<file path="config.mk">
export PLATFORM = sky130hd
export DESIGN_NAME = return_stack_flat
export DESIGN_NICKNAME = d
export VERILOG_FILES = /design/src/rtl/return_stack_if.sv /design/src/rtl/return_stack.sv /design/src/flat_wrapper.sv
export SDC_FILE = /design/constraint.sdc
export NUM_CORES = 1
export LEC_CHECK = 0
export ABC_AREA = 1
export BUFFER_PORTS_ARGS = -buffer_cell sky130_fd_sc_hd__buf_2
export CAP_MARGIN = 20
export CORE_ASPECT_RATIO = 1.5
export CORE_MARGIN = 3
export CORE_UTILIZATION = 35
export DETAILED_ROUTE_END_ITERATION = 6
export GPL_TIMING_DRIVEN = 0
export PLACE_DENSITY_LB_ADDON = 0.12
export SYNTH_ARGS = -nofsm -noshare
export SYNTH_HDL_FRONTEND = slang
export SYNTH_SLANG_ARGS = --single-unit
</file>
<file path="constraint.sdc">
create_clock -name clk -period 1.9 [get_ports clk]
set_clock_uncertainty 0.05 [all_clocks]
set_input_delay 0.38 -clock clk [delete_from_list [all_inputs] [get_ports clk]]
set_output_delay 0.38 -clock clk [all_outputs]
set_load 0.005 [all_outputs]
</file>
<file path="src/rtl/return_stack_if.sv">
//------------------------------------------------------------------------------
// Module   : return_stack_if
// Purpose  : Bundles the fetch-path signals exchanged between the program
//            counter / control side (master) and the return-address stack
//            (slave).
// Signals  : programCounter  current PC (address of the call/ret instruction)
//            call, ret       instruction class of the current instruction
//            call_addr       absolute destination of a call
//            jumpEn, target  combinational jump request to the PC
//            depth           number of valid stack entries (registered)
//            full, empty     occupancy status
//            overflow        sticky: push attempted while full
//            underflow       sticky: ret attempted while empty
// Revision : 1.0 - initial release
//------------------------------------------------------------------------------
`default_nettype none

interface return_stack_if #(
  parameter int D     = 6,
  parameter int DEPTH = 4
);
  logic [D-1:0]             programCounter;
  logic                     call;
  logic                     ret;
  logic [D-1:0]             call_addr;
  logic                     jumpEn;
  logic [D-1:0]             target;
  logic [$clog2(DEPTH):0]   depth;
  logic                     full;
  logic                     empty;
  logic                     overflow;
  logic                     underflow;

  modport master (
    output programCounter, call, ret, call_addr,
    input  jumpEn, target, depth, full, empty, overflow, underflow
  );

  modport slave (
    input  programCounter, call, ret, call_addr,
    output jumpEn, target, depth, full, empty, overflow, underflow
  );
endinterface

`default_nettype wire

</file>
<file path="src/rtl/return_stack.sv">
//------------------------------------------------------------------------------
// Module   : return_stack
// Purpose  : Hardware return-address stack beside the program counter. A call
//            pushes programCounter+1 and requests a jump to call_addr; a ret
//            pops the top entry and requests a jump to it. A simultaneous
//            call+ret (tail call) replaces the top entry in place.
// Ports    : clk    clock
//            reset  synchronous, active-high reset
//            bus    return_stack_if.slave (see interface for signal list)
// Params   : D          address width
//            DEPTH      number of entries (power of two, >= 2)
//            OVERWRITE  1: push on full discards the oldest entry
//                       0: push on full is dropped
// Revision : 1.0 - initial release
//------------------------------------------------------------------------------
`default_nettype none

module return_stack #(
  parameter int D         = 6,
  parameter int DEPTH     = 4,
  parameter int OVERWRITE = 1
) (
  input  wire logic      clk,
  input  wire logic      reset,
  return_stack_if.slave  bus
);

  localparam int PW = $clog2(DEPTH);
  localparam int DW = PW + 1;
  localparam logic [DW-1:0] DEPTH_FULL = DW'(DEPTH);

  logic [D-1:0]  stack_mem [DEPTH];
  logic [PW-1:0] top_ptr;        // index of the current top entry
  logic [DW-1:0] depth_q;
  logic          overflow_q;
  logic          underflow_q;

  logic [PW-1:0] next_ptr;
  logic [D-1:0]  push_addr;
  logic          is_full;
  logic          is_empty;
  logic          jump;
  logic [D-1:0]  jump_target;

  // The pointer wraps naturally at DEPTH because DEPTH is a power of two, so
  // a push while full lands on the oldest entry (circular overwrite).
  assign next_ptr  = top_ptr + PW'(1);
  assign push_addr = bus.programCounter + D'(1);
  assign is_full   = (depth_q == DEPTH_FULL);
  assign is_empty  = (depth_q == '0);

  // Zero-latency jump request: the PC samples it on the same edge the stack
  // updates. Target is forced to zero whenever no jump is requested.
  always_comb begin
    jump        = 1'b0;
    jump_target = '0;
    if (!reset) begin
      if (bus.call) begin
        jump        = 1'b1;
        jump_target = bus.call_addr;
      end else if (bus.ret && !is_empty) begin
        jump        = 1'b1;
        jump_target = stack_mem[top_ptr];
      end
    end
  end

  always_ff @(posedge clk) begin
    if (reset) begin
      for (int i = 0; i < DEPTH; i++) begin
        stack_mem[i] <= '0;
      end
      top_ptr     <= '0;
      depth_q     <= '0;
      overflow_q  <= 1'b0;
      underflow_q <= 1'b0;
    end else if (bus.call && bus.ret && !is_empty) begin
      // Tail call: the callee returns straight to our caller's successor,
      // so the top entry is swapped instead of pushed.
      stack_mem[top_ptr] <= push_addr;
    end else if (bus.call) begin
      // Also covers call+ret on an empty stack, which acts as a plain call.
      if (!is_full) begin
        top_ptr             <= next_ptr;
        stack_mem[next_ptr] <= push_addr;
        depth_q             <= depth_q + DW'(1);
      end else begin
        overflow_q <= 1'b1;
        if (OVERWRITE != 0) begin
          top_ptr             <= next_ptr;
          stack_mem[next_ptr] <= push_addr;
        end
      end
    end else if (bus.ret) begin
      if (!is_empty) begin
        top_ptr <= top_ptr - PW'(1);
        depth_q <= depth_q - DW'(1);
      end else begin
        underflow_q <= 1'b1;
      end
    end
  end

  assign bus.jumpEn    = jump;
  assign bus.target    = jump_target;
  assign bus.depth     = depth_q;
  assign bus.full      = is_full;
  assign bus.empty     = is_empty;
  assign bus.overflow  = overflow_q;
  assign bus.underflow = underflow_q;

endmodule

`default_nettype wire

</file>
<file path="src/flat_wrapper.sv">
// flat-port wrapper written by rule: the top's interface ports become plain ports
module return_stack_flat 
#(
  parameter int D         = 6,
  parameter int DEPTH     = 4,
  parameter int OVERWRITE = 1
)
  (clk, reset, bus_programCounter, bus_call, bus_ret, bus_call_addr, bus_jumpEn, bus_target, bus_depth, bus_full, bus_empty, bus_overflow, bus_underflow);
  return_stack_if #(.D(D), .DEPTH(DEPTH)) bus_i ();
  input  wire logic clk;
  input  wire logic reset;
  input wire logic [$bits(bus_i.programCounter)-1:0] bus_programCounter;
  input wire logic [$bits(bus_i.call)-1:0] bus_call;
  input wire logic [$bits(bus_i.ret)-1:0] bus_ret;
  input wire logic [$bits(bus_i.call_addr)-1:0] bus_call_addr;
  output wire logic [$bits(bus_i.jumpEn)-1:0] bus_jumpEn;
  output wire logic [$bits(bus_i.target)-1:0] bus_target;
  output wire logic [$bits(bus_i.depth)-1:0] bus_depth;
  output wire logic [$bits(bus_i.full)-1:0] bus_full;
  output wire logic [$bits(bus_i.empty)-1:0] bus_empty;
  output wire logic [$bits(bus_i.overflow)-1:0] bus_overflow;
  output wire logic [$bits(bus_i.underflow)-1:0] bus_underflow;
  assign bus_i.programCounter = bus_programCounter;
  assign bus_i.call = bus_call;
  assign bus_i.ret = bus_ret;
  assign bus_i.call_addr = bus_call_addr;
  assign bus_jumpEn = bus_i.jumpEn;
  assign bus_target = bus_i.target;
  assign bus_depth = bus_i.depth;
  assign bus_full = bus_i.full;
  assign bus_empty = bus_i.empty;
  assign bus_overflow = bus_i.overflow;
  assign bus_underflow = bus_i.underflow;
  return_stack #(.D(D), .DEPTH(DEPTH), .OVERWRITE(OVERWRITE)) u_core (.clk(clk), .reset(reset), .bus(bus_i));
endmodule
</file>
### Yosys cells after proc, flatten, opt, wreduce, memory -nomap -nowiden

Memory sizes are Yosys's and may differ from the RTL's. A register that Yosys moved wholly into a read port is not among the register bits.
Index checks and enable logic that the tools add are counted.

* memories: 1
* bits in writable memories: 24
* output and inout bits: 14
* bits in registers: 7

Memories
* u_core.stack_mem: words 4, width 6, rd ports 1, clocked after Yosys merged registers in 1, wr ports 4, line return_stack.sv:32 `logic [D-1:0] stack_mem [DEPTH];`

* bitwise gates (word level): 3
* equality and inequality tests: 3
* reductions and logical operators: 12
* add/sub/neg operators: 5
* multiplexer cells: 37

Operators with widths (number)
* 6-bit 2-to-1 mux: 6
* 1-bit 2-to-1 mux: 20
* 2-bit 2-to-1 mux: 7
* 3-bit 2-to-1 mux: 4
* 6-bit OR reduction: 2
* 4-bit AND reduction: 2
* 6-bit by 1-bit adder with 6-bit output (second input constant): 1
* 3-bit AND reduction: 2
* 2-bit inequality test (second input constant): 2
* 3-bit by 1-bit adder with 3-bit output (second input constant): 1
* 3-bit == test (second input constant): 1
* 1-bit logical AND: 3
* 3-bit zero test: 1
* 3-bit by 1-bit subtractor with 3-bit output (second input constant): 1
* 2-bit by 1-bit adder with 2-bit output (second input constant): 1
* 1-bit NOT: 2
* 2-bit nonzero test: 1
* 2-bit by 1-bit subtractor with 2-bit output (second input constant): 1
* 1-bit zero test: 1
* 1-bit OR: 1

### Depth between registers and ports, before layout

Gate-level depths: netlist (run 1).

* depth after elaboration: 9
* mapped depth: 8

### Worst setup path before layout (run 1)

OpenSTA, ideal clock, no wires.

* path kind: reg-to-reg
* start point: register u_core.depth_q[0] (netlist: u_core.bus.depth[0])
* end point: memory u_core.stack_mem[3][0] (enable)
* period minus slack after synthesis: 1.674 ns
* required time: 1.500 ns
* arrival time: 1.274 ns
* path slack: 0.226 ns
* stages on the path, launching flop included: 9
* setup time: 0.350 ns
* path buffers: 0
* path through: dfxtp_1 -> nor2_4 -> nand2_4 -> nand2_4 -> nand2_1 -> nand2_2 -> nand2_2 -> o21ai_0 -> nor2_1

RTL lines
* from (decl): line return_stack.sv:34 `logic [DW-1:0] depth_q;`
* from (signal assigned): line return_stack.sv:86 `depth_q <= depth_q + DW'(1);`
* from (signal assigned): line return_stack.sv:97 `depth_q <= depth_q - DW'(1);`
* to (decl): line return_stack.sv:32

### Worst setup path in the final report (run 1)

* start point: register u_core.depth_q[0] (netlist: u_core.bus.depth[0])
* end point: output bus_target[4]

* longest elaborated chain between the ends: 6

Ends and longest elaborated chain
* 3-bit zero test: line return_stack.sv:50 `assign is_empty = (depth_q == '0);`
* 1-bit zero test: line return_stack.sv:61 `end else if (bus.ret && !is_empty) begin`
* 1-bit logical AND: line return_stack.sv:61
* 6-bit 2-to-1 mux: line return_stack.sv:61
* 6-bit 2-to-1 mux: line return_stack.sv:58 `if (bus.call) begin`
* 6-bit 2-to-1 mux: line return_stack.sv:57 `if (!reset) begin`
* to (decl): line flat_wrapper.sv:17 `output wire logic [$bits(bus_i.target)-1:0] bus_target;`

No other way between the ends.

==> impl_metrics.yaml, run 1 <==
placed_design:
  gp_congestion: 0.785
  place_hpwl_mm: 3.14
  port_buffers: 29
  dp.cells: 303
  post-place-ws_ns: -0.122
cts:
  ctsHtreeMaxLevel: 2
  clkTransAtPathRegs_ns: 0.07
  cts_tree: "built"
  postCtsSetupBuffers: 0
  cts_made_buffers: 5
  cts_buffer_depth: 2
  clock-sinks: 33
  cts_hold_buffers: 0
  clock_latency_ns: 0.28
  ctsRootBufferMaster: "clkbuf_8"
yosys:
  syn_area_per_cell_um2: 8.88
  synth_seq_cells: 33
  syn_inst: 208
  yosys.area.top_type: "edfxtp_1"
  synth.cell_area_mm2: 0.00185
  synth_top_area_share: 0.390
  synth_edf_count: 24
  ys.flop_type: "edfxtp_1"
  ys_warn_count: 0
  yosys-top-cells-area: "edfxtp_1 (39%), nand2_1 (11%), dfxtp_1 (9.8%), nand3_1 (6.5%), nor2_1 (6.5%)"
  syn-num-nets: 226
  ys_seq_area_frac: 0.488
  synthDistinctLibCells: 30
  synthArstFlopShare: 0
routing:
  totalWireLength_mm: 3.85
  postRouteAntennaNets: 0
  dr.pass1.iters: 4
  routed_via_density: 4.60
  drt_iter0_drc: 55
  dr_total_vias: 1431
  wl_per_cell_um: 12.4
  drc_errors: 0
worst_setup_path:
  reg2reg_slack_ns: 0.17
  cp_max_fo: 6
  required_ns: 1.47
  arrival_ns: 1.38
  r2r-start: "u_core.bus.depth[1]"
  r2r-end: "u_core.stack_mem[3][0]"
  end_kind: "output port"
  crit_start: "u_core.bus.depth[0]"
  crit_type: "reg2out"
  reg2reg_depth: 7
  startpoint_type: "flop"
min_path:
  whs_path_depth: 2
  hp-start: "reset"
  hold_class: "in2reg"
  hold-path-endpoint: "u_core.bus.depth[2]"
cells_and_area:
  layout_common_cells: "nand2_1 (56), nor2_1 (30), buf_2 (29), nand3_1 (24), edfxtp_1 (24)"
  instances_no_fill: 311
  post-route-util: 0.445
  nets: 262
  area.growth.synth_to_final_pct: 19.7
  n_antenna_cell: 0
  drive_above_1_share: 0.282
  final_common_cell: "nand2_1"
floorplan:
  io_pins: 30
  die_x_um: 65.3
  start_util: 0.372
  core_area_mm2: 0.00496
  fp.dieArea_mm2: 0.00620
  rows: 31
  die_h_um: 95.0
pwr:
  p_per_area_mw_per_mm2: 1110
  power_w: 0.00246
  p_leak_nw: 0.980
  peakVddDrop_v: 0.000458
grt:
  grt_max_degree: 11
  grt.overflow.total: 0
  antenna_found_initial: 0
  grt_use_total: 0.138
  grt_first_pass_wirelength_mm: 6.44
  grt_pass1_vias: 1355
sta:
  max_freq_ghz: 0.554
  fin_ws_ns: 0.0950
  hold_viol_final: 0
  setup_viol: 0
  period_share: 0.950
  fin_crit_ns: 1.81
  rsz0062_at_grt: "yes"
  setup_tns_ns: 0
  slew_headroom: 0.777
  tightest_slew_ns: 0.334
  finalMaxSlewViolations: 0
run:
  drv_cap: 0
outcome:
  status: "finished, final reports clean"
[metal layers]
layer	wire [µm]	global-route usage	share of wire
met1	1440	0.145	0.37
met2	2200	0.268	0.57
met3	138	0.0214	0.036
met4	64	0.0519	0.017
met5	0	0	0
[layout make-up]
type	instances	area, µm²
Buffer	3	32.5
Clock buffer	6	72.6
Clock inverter	2	33.8
Fill cell	524	2750
Inverter	21	86.3
Multi-Input combinational cell	151	845
Sequential cell	33	913
Tap cell	66	82.6
Timing Repair Buffer	29	145
[per-stage QoR]
| step | cell area, µm² | hold slack, ns |
|---|---|---|
| 2_1_floorplan | 1850 | 0.399 |
| 3_3_place_gp | 2070 | 0.399 |
| 3_5_place_dp | 2070 | 0.408 |
| 4_1_cts | 2190 | 0.357 |
| 5_1_grt | 2210 | 0.387 |
| 6_report | 2210 | 0.372 |
[report_power, final]
group          internal, W  switching, W
clock network     0.000387      0.000242
logic             0.000283      0.000519
registers         0.000929     0.0000948
total              0.00160      0.000856
[critical path, cell delays in order, from the launching register on]
cell,delay (ns)
dfxtp_4,0.39
nor2_4,0.05
nand2_4,0.10
inv_1,0.09
nor2_4,0.19
nand3_1,0.11
nand2_1,0.06
buf_2,0.10
[state kept, by name, summed over array words and instances, names as in the netlist, named ones only]
signal	cells
u_core.bus.depth	3
u_core.bus.overflow	1
u_core.bus.underflow	1
u_core.stack_mem	24
u_core.top_ptr	2
[worst max path at each step]
stage | to | slack (ns) | cells past startpoint
2_1_floorplan | u_core.stack_mem[3][0] | 0.23 | 8
3_3_place_gp | bus_target[4] | -0.13 | 7
3_5_place_dp | bus_target[4] | -0.12 | 7
4_1_cts | bus_target[4] | 0.01 | 7
5_1_grt | bus_target[1] | -0.005 | 7
6_report | bus_target[4] | 0.09 | 7
[synthesized netlist by cell type, types with 2 or more instances]
| cell | n |
|---|---|
| nand2_4 | 2 |
| a21oi_1 | 3 |
| nor2_1 | 32 |
| dfxtp_1 | 9 |
| nor2_4 | 2 |
| clkbuf_1 | 2 |
| inv_1 | 16 |
| nand3_1 | 24 |
| nand2_1 | 56 |
| o21ai_0 | 7 |
| nand3_4 | 5 |
| edfxtp_1 | 24 |
| nand2_2 | 6 |
| inv_2 | 4 |
[cell families after synthesis]
kind of cell / synth area share
AND/OR/NAND/NOR: 0.381
adder cells (fa/ha/maj): 0.0176
flip-flops: 0.488
AO/OA/AOI/OAI: 0.0440
XOR/XNOR: 0.00949
buffers and inverters: 0.0603
[timing repair]
action	CTS	global route
resized for setup	6	9
pin swaps	0	1
cloned	0	0
endpoints found under the setup margin	12	12
endpoints found under the hold margin	0	0
No activity file was read; power rests on OpenSTA's default activity.
==> inputs of run 2 (changes only) <==
--- a/config.mk
+++ b/config.mk
@@ -5,7 +5,6 @@
 export SDC_FILE = /design/constraint.sdc
 export NUM_CORES = 1
 export LEC_CHECK = 0
-export ABC_AREA = 1
 export BUFFER_PORTS_ARGS = -buffer_cell sky130_fd_sc_hd__buf_2
 export CAP_MARGIN = 20
 export CORE_ASPECT_RATIO = 1.5
==> run 2 against run 1 <==
Effect of this change:
- the flow now finishes with violations (setup timing)
- area after synthesis is 0.41% lower
- flip-flop and latch count stayed put
- worst setup slack worse by 0.19 ns
- critical endpoint is now bus_target[0]
- largest cell class unchanged
==> impl_metrics.yaml, run 2 <==
yosys:
  ys_warn_count: 0
  yosys.area.top_type: "edfxtp_1"
  synthDistinctLibCells: 48
  ys_top_cells_by_count: "edfxtp_1 (24), nor2_1 (16), nor3_1 (10)"
  ys_seq_area_frac: 0.490
  yosysMostFrequentCell: "edfxtp_1"
  syn_area_per_cell_um2: 11.9
  yosys-top-cells-area: "edfxtp_1 (39%), dfxtp_1 (9.8%), mux4_2 (7.3%), mux2i_4 (3.7%), nor2_1 (3.3%)"
  synth_top_area_share: 0.392
  synth.cell_area_mm2: 0.00184
  synth_seq_cells: 33
  ys.flop_type: "edfxtp_1"
  syn_inst: 154
  synth_edf_count: 24
  synthArstFlopShare: 0
  syn-num-nets: 172
worst_setup_path:
  reg2reg_slack_ns: 0.11
  cp_slowest_stage_delay_ns: 0.50
  cp_num_cells: 4
  path_delay_family: "multiplexers"
  r2r-end: "u_core.stack_mem[0][1]"
  required_ns: 1.47
  worst-path-buf-inv: 2
  cp_max_fo: 6
  arrival_ns: 1.57
  crit_slowest_cell: "mux4_2"
  path_cells: "buf_8 > mux4_2 > a22o_1 > buf_2"
  crit_type: "reg2out"
  reg2reg_depth: 5
  r2r-start: "u_core.bus.depth[0]"
  startpoint_type: "flop"
  end_kind: "output port"
cts:
  clock-sinks: 33
  cts_hold_buffers: 0
  ctsRootBufferMaster: "clkbuf_8"
  ctsHtreeMaxLevel: 2
  cts_made_buffers: 5
  clkTransAtPathRegs_ns: 0.07
  cts_buffer_depth: 2
  cts_tree: "built"
  clock_latency_ns: 0.28
cells_and_area:
  layout_common_cells: "buf_2 (31), edfxtp_1 (24), nor2_1 (16), nor3_1 (10)"
  final_common_cell: "buf_2"
  area.growth.synth_to_final_pct: 21.9
  largest_reg_flops: 24
  fillCellCount: 517
  nets: 210
  regMostFlops: "u_core.stack_mem"
  drive_above_1_share: 0.363
  n_antenna_cell: 0
  fin_area_mm2: 0.00224
placed_design:
  port_buffers: 29
  place_area_mm2: 0.00207
  gp_congestion: 0.692
  place_hpwl_mm: 3.15
pwr:
  p_leak_nw: 0.854
  power_w: 0.00215
  p_per_area_mw_per_mm2: 961
  peakVddDrop_v: 0.000479
grt:
  antenna_found_initial: 0
  grt_use_total: 0.148
  grt_max_degree: 11
  grt_first_pass_wirelength_mm: 6.93
  grt_pass1_vias: 1405
  grt.overflow.total: 0
outcome:
  failed_checks: "setup timing"
  status: "finished, violations left"
sta:
  fin_ws_ns: -0.0996
  finalMaxSlewViolations: 0
  fin_crit_ns: 2.00
  hold_viol_final: 0
  slew_headroom: 0.703
  rsz0062_at_grt: "yes"
  setup_tns_ns: -0.459
  max_freq_ghz: 0.500
  setup_viol: 6
  holdWs_ns: 0.415
  period_share: 1.05
  tightest_slew_ns: 0.445
routing:
  wl_per_cell_um: 16.5
  dr.pass1.iters: 4
  drc_errors: 0
  postRouteAntennaNets: 0
  totalWireLength_mm: 4.29
  drt_iter0_drc: 54
  routed_via_density: 5.30
  dr_total_vias: 1372
floorplan:
  die_x_um: 65.2
  rows: 31
  io_pins: 30
  start_util: 0.370
  core_area_mm2: 0.00496
  die_h_um: 94.8
  fp.dieArea_mm2: 0.00618
min_path:
  hp-start: "bus_programCounter[0]"
  hold_class: "in2reg"
  whs_path_depth: 2
  hold-path-endpoint: "u_core.stack_mem[3][0]"
run:
  drv_cap: 0
## run 2: repair_timing
item | 4_1_cts | 5_1_grt
gates resized for setup | 13 | 2
pin swaps | 4 | 3
setup buffers | 3 | 0
setup endpoints to repair | 19 | 12
## run 2: how the worst max path moves through the flow
stage	endpoint	from
floorplan	u_core.stack_mem[0][0]	u_core.bus.depth[0]
global placement	u_core.stack_mem[0][3]	u_core.bus.depth[0]
detailed placement	u_core.stack_mem[0][3]	u_core.bus.depth[0]
CTS	bus_target[0]	flop
global route	bus_target[0]	flop
finish	bus_target[0]	flop
## run 2: cell type report
cell class / count / area [µm²] / area share
Buffer: 11 / 81.3 / 0.0363
Clock buffer: 6 / 72.6 / 0.0324
Clock inverter: 2 / 10.0 / 0.00446
Inverter: 7 / 27.5 / 0.0123
Multi-Input combinational cell: 102 / 883 / 0.394
Sequential cell: 33 / 905 / 0.403
Tap cell: 66 / 82.6 / 0.0368
Timing Repair Buffer: 32 / 180 / 0.0804
## run 2: per-layer routing
layer / share of wire / track usage
met4: 0.032 / 0.0779
met1: 0.39 / 0.161
met3: 0.051 / 0.0179
met5: 0 / 0
met2: 0.52 / 0.272
## run 2: metrics by stage
| step | setup WS, ns | cells | utilization |
|---|---|---|---|
| 6_report | -0.0996 | 259 | 0.452 |
| 5_1_grt | -0.164 | 259 | 0.452 |
| 4_1_cts | -0.141 | 260 | 0.451 |
| 3_5_place_dp | -0.298 | 249 | 0.416 |
| 3_3_place_gp | -0.290 | 249 | 0.416 |
| 2_1_floorplan | 0.0410 | 154 | - |
## run 2: logic make-up after synthesis
family	synth area share
flip-flops	0.490
buffers and inverters	0.0531
XOR/XNOR	0.0340
AO/OA/AOI/OAI	0.122
multiplexers	0.124
AND/OR/NAND/NOR	0.160
adder cells (fa/ha/maj)	0.0177
## run 2: where the power goes
part	total [W]	internal (W)	switching (W)
sequential	0.000958	0.000888	0.0000697
clock	0.000513	0.000254	0.000259
combinational	0.000683	0.000324	0.000360
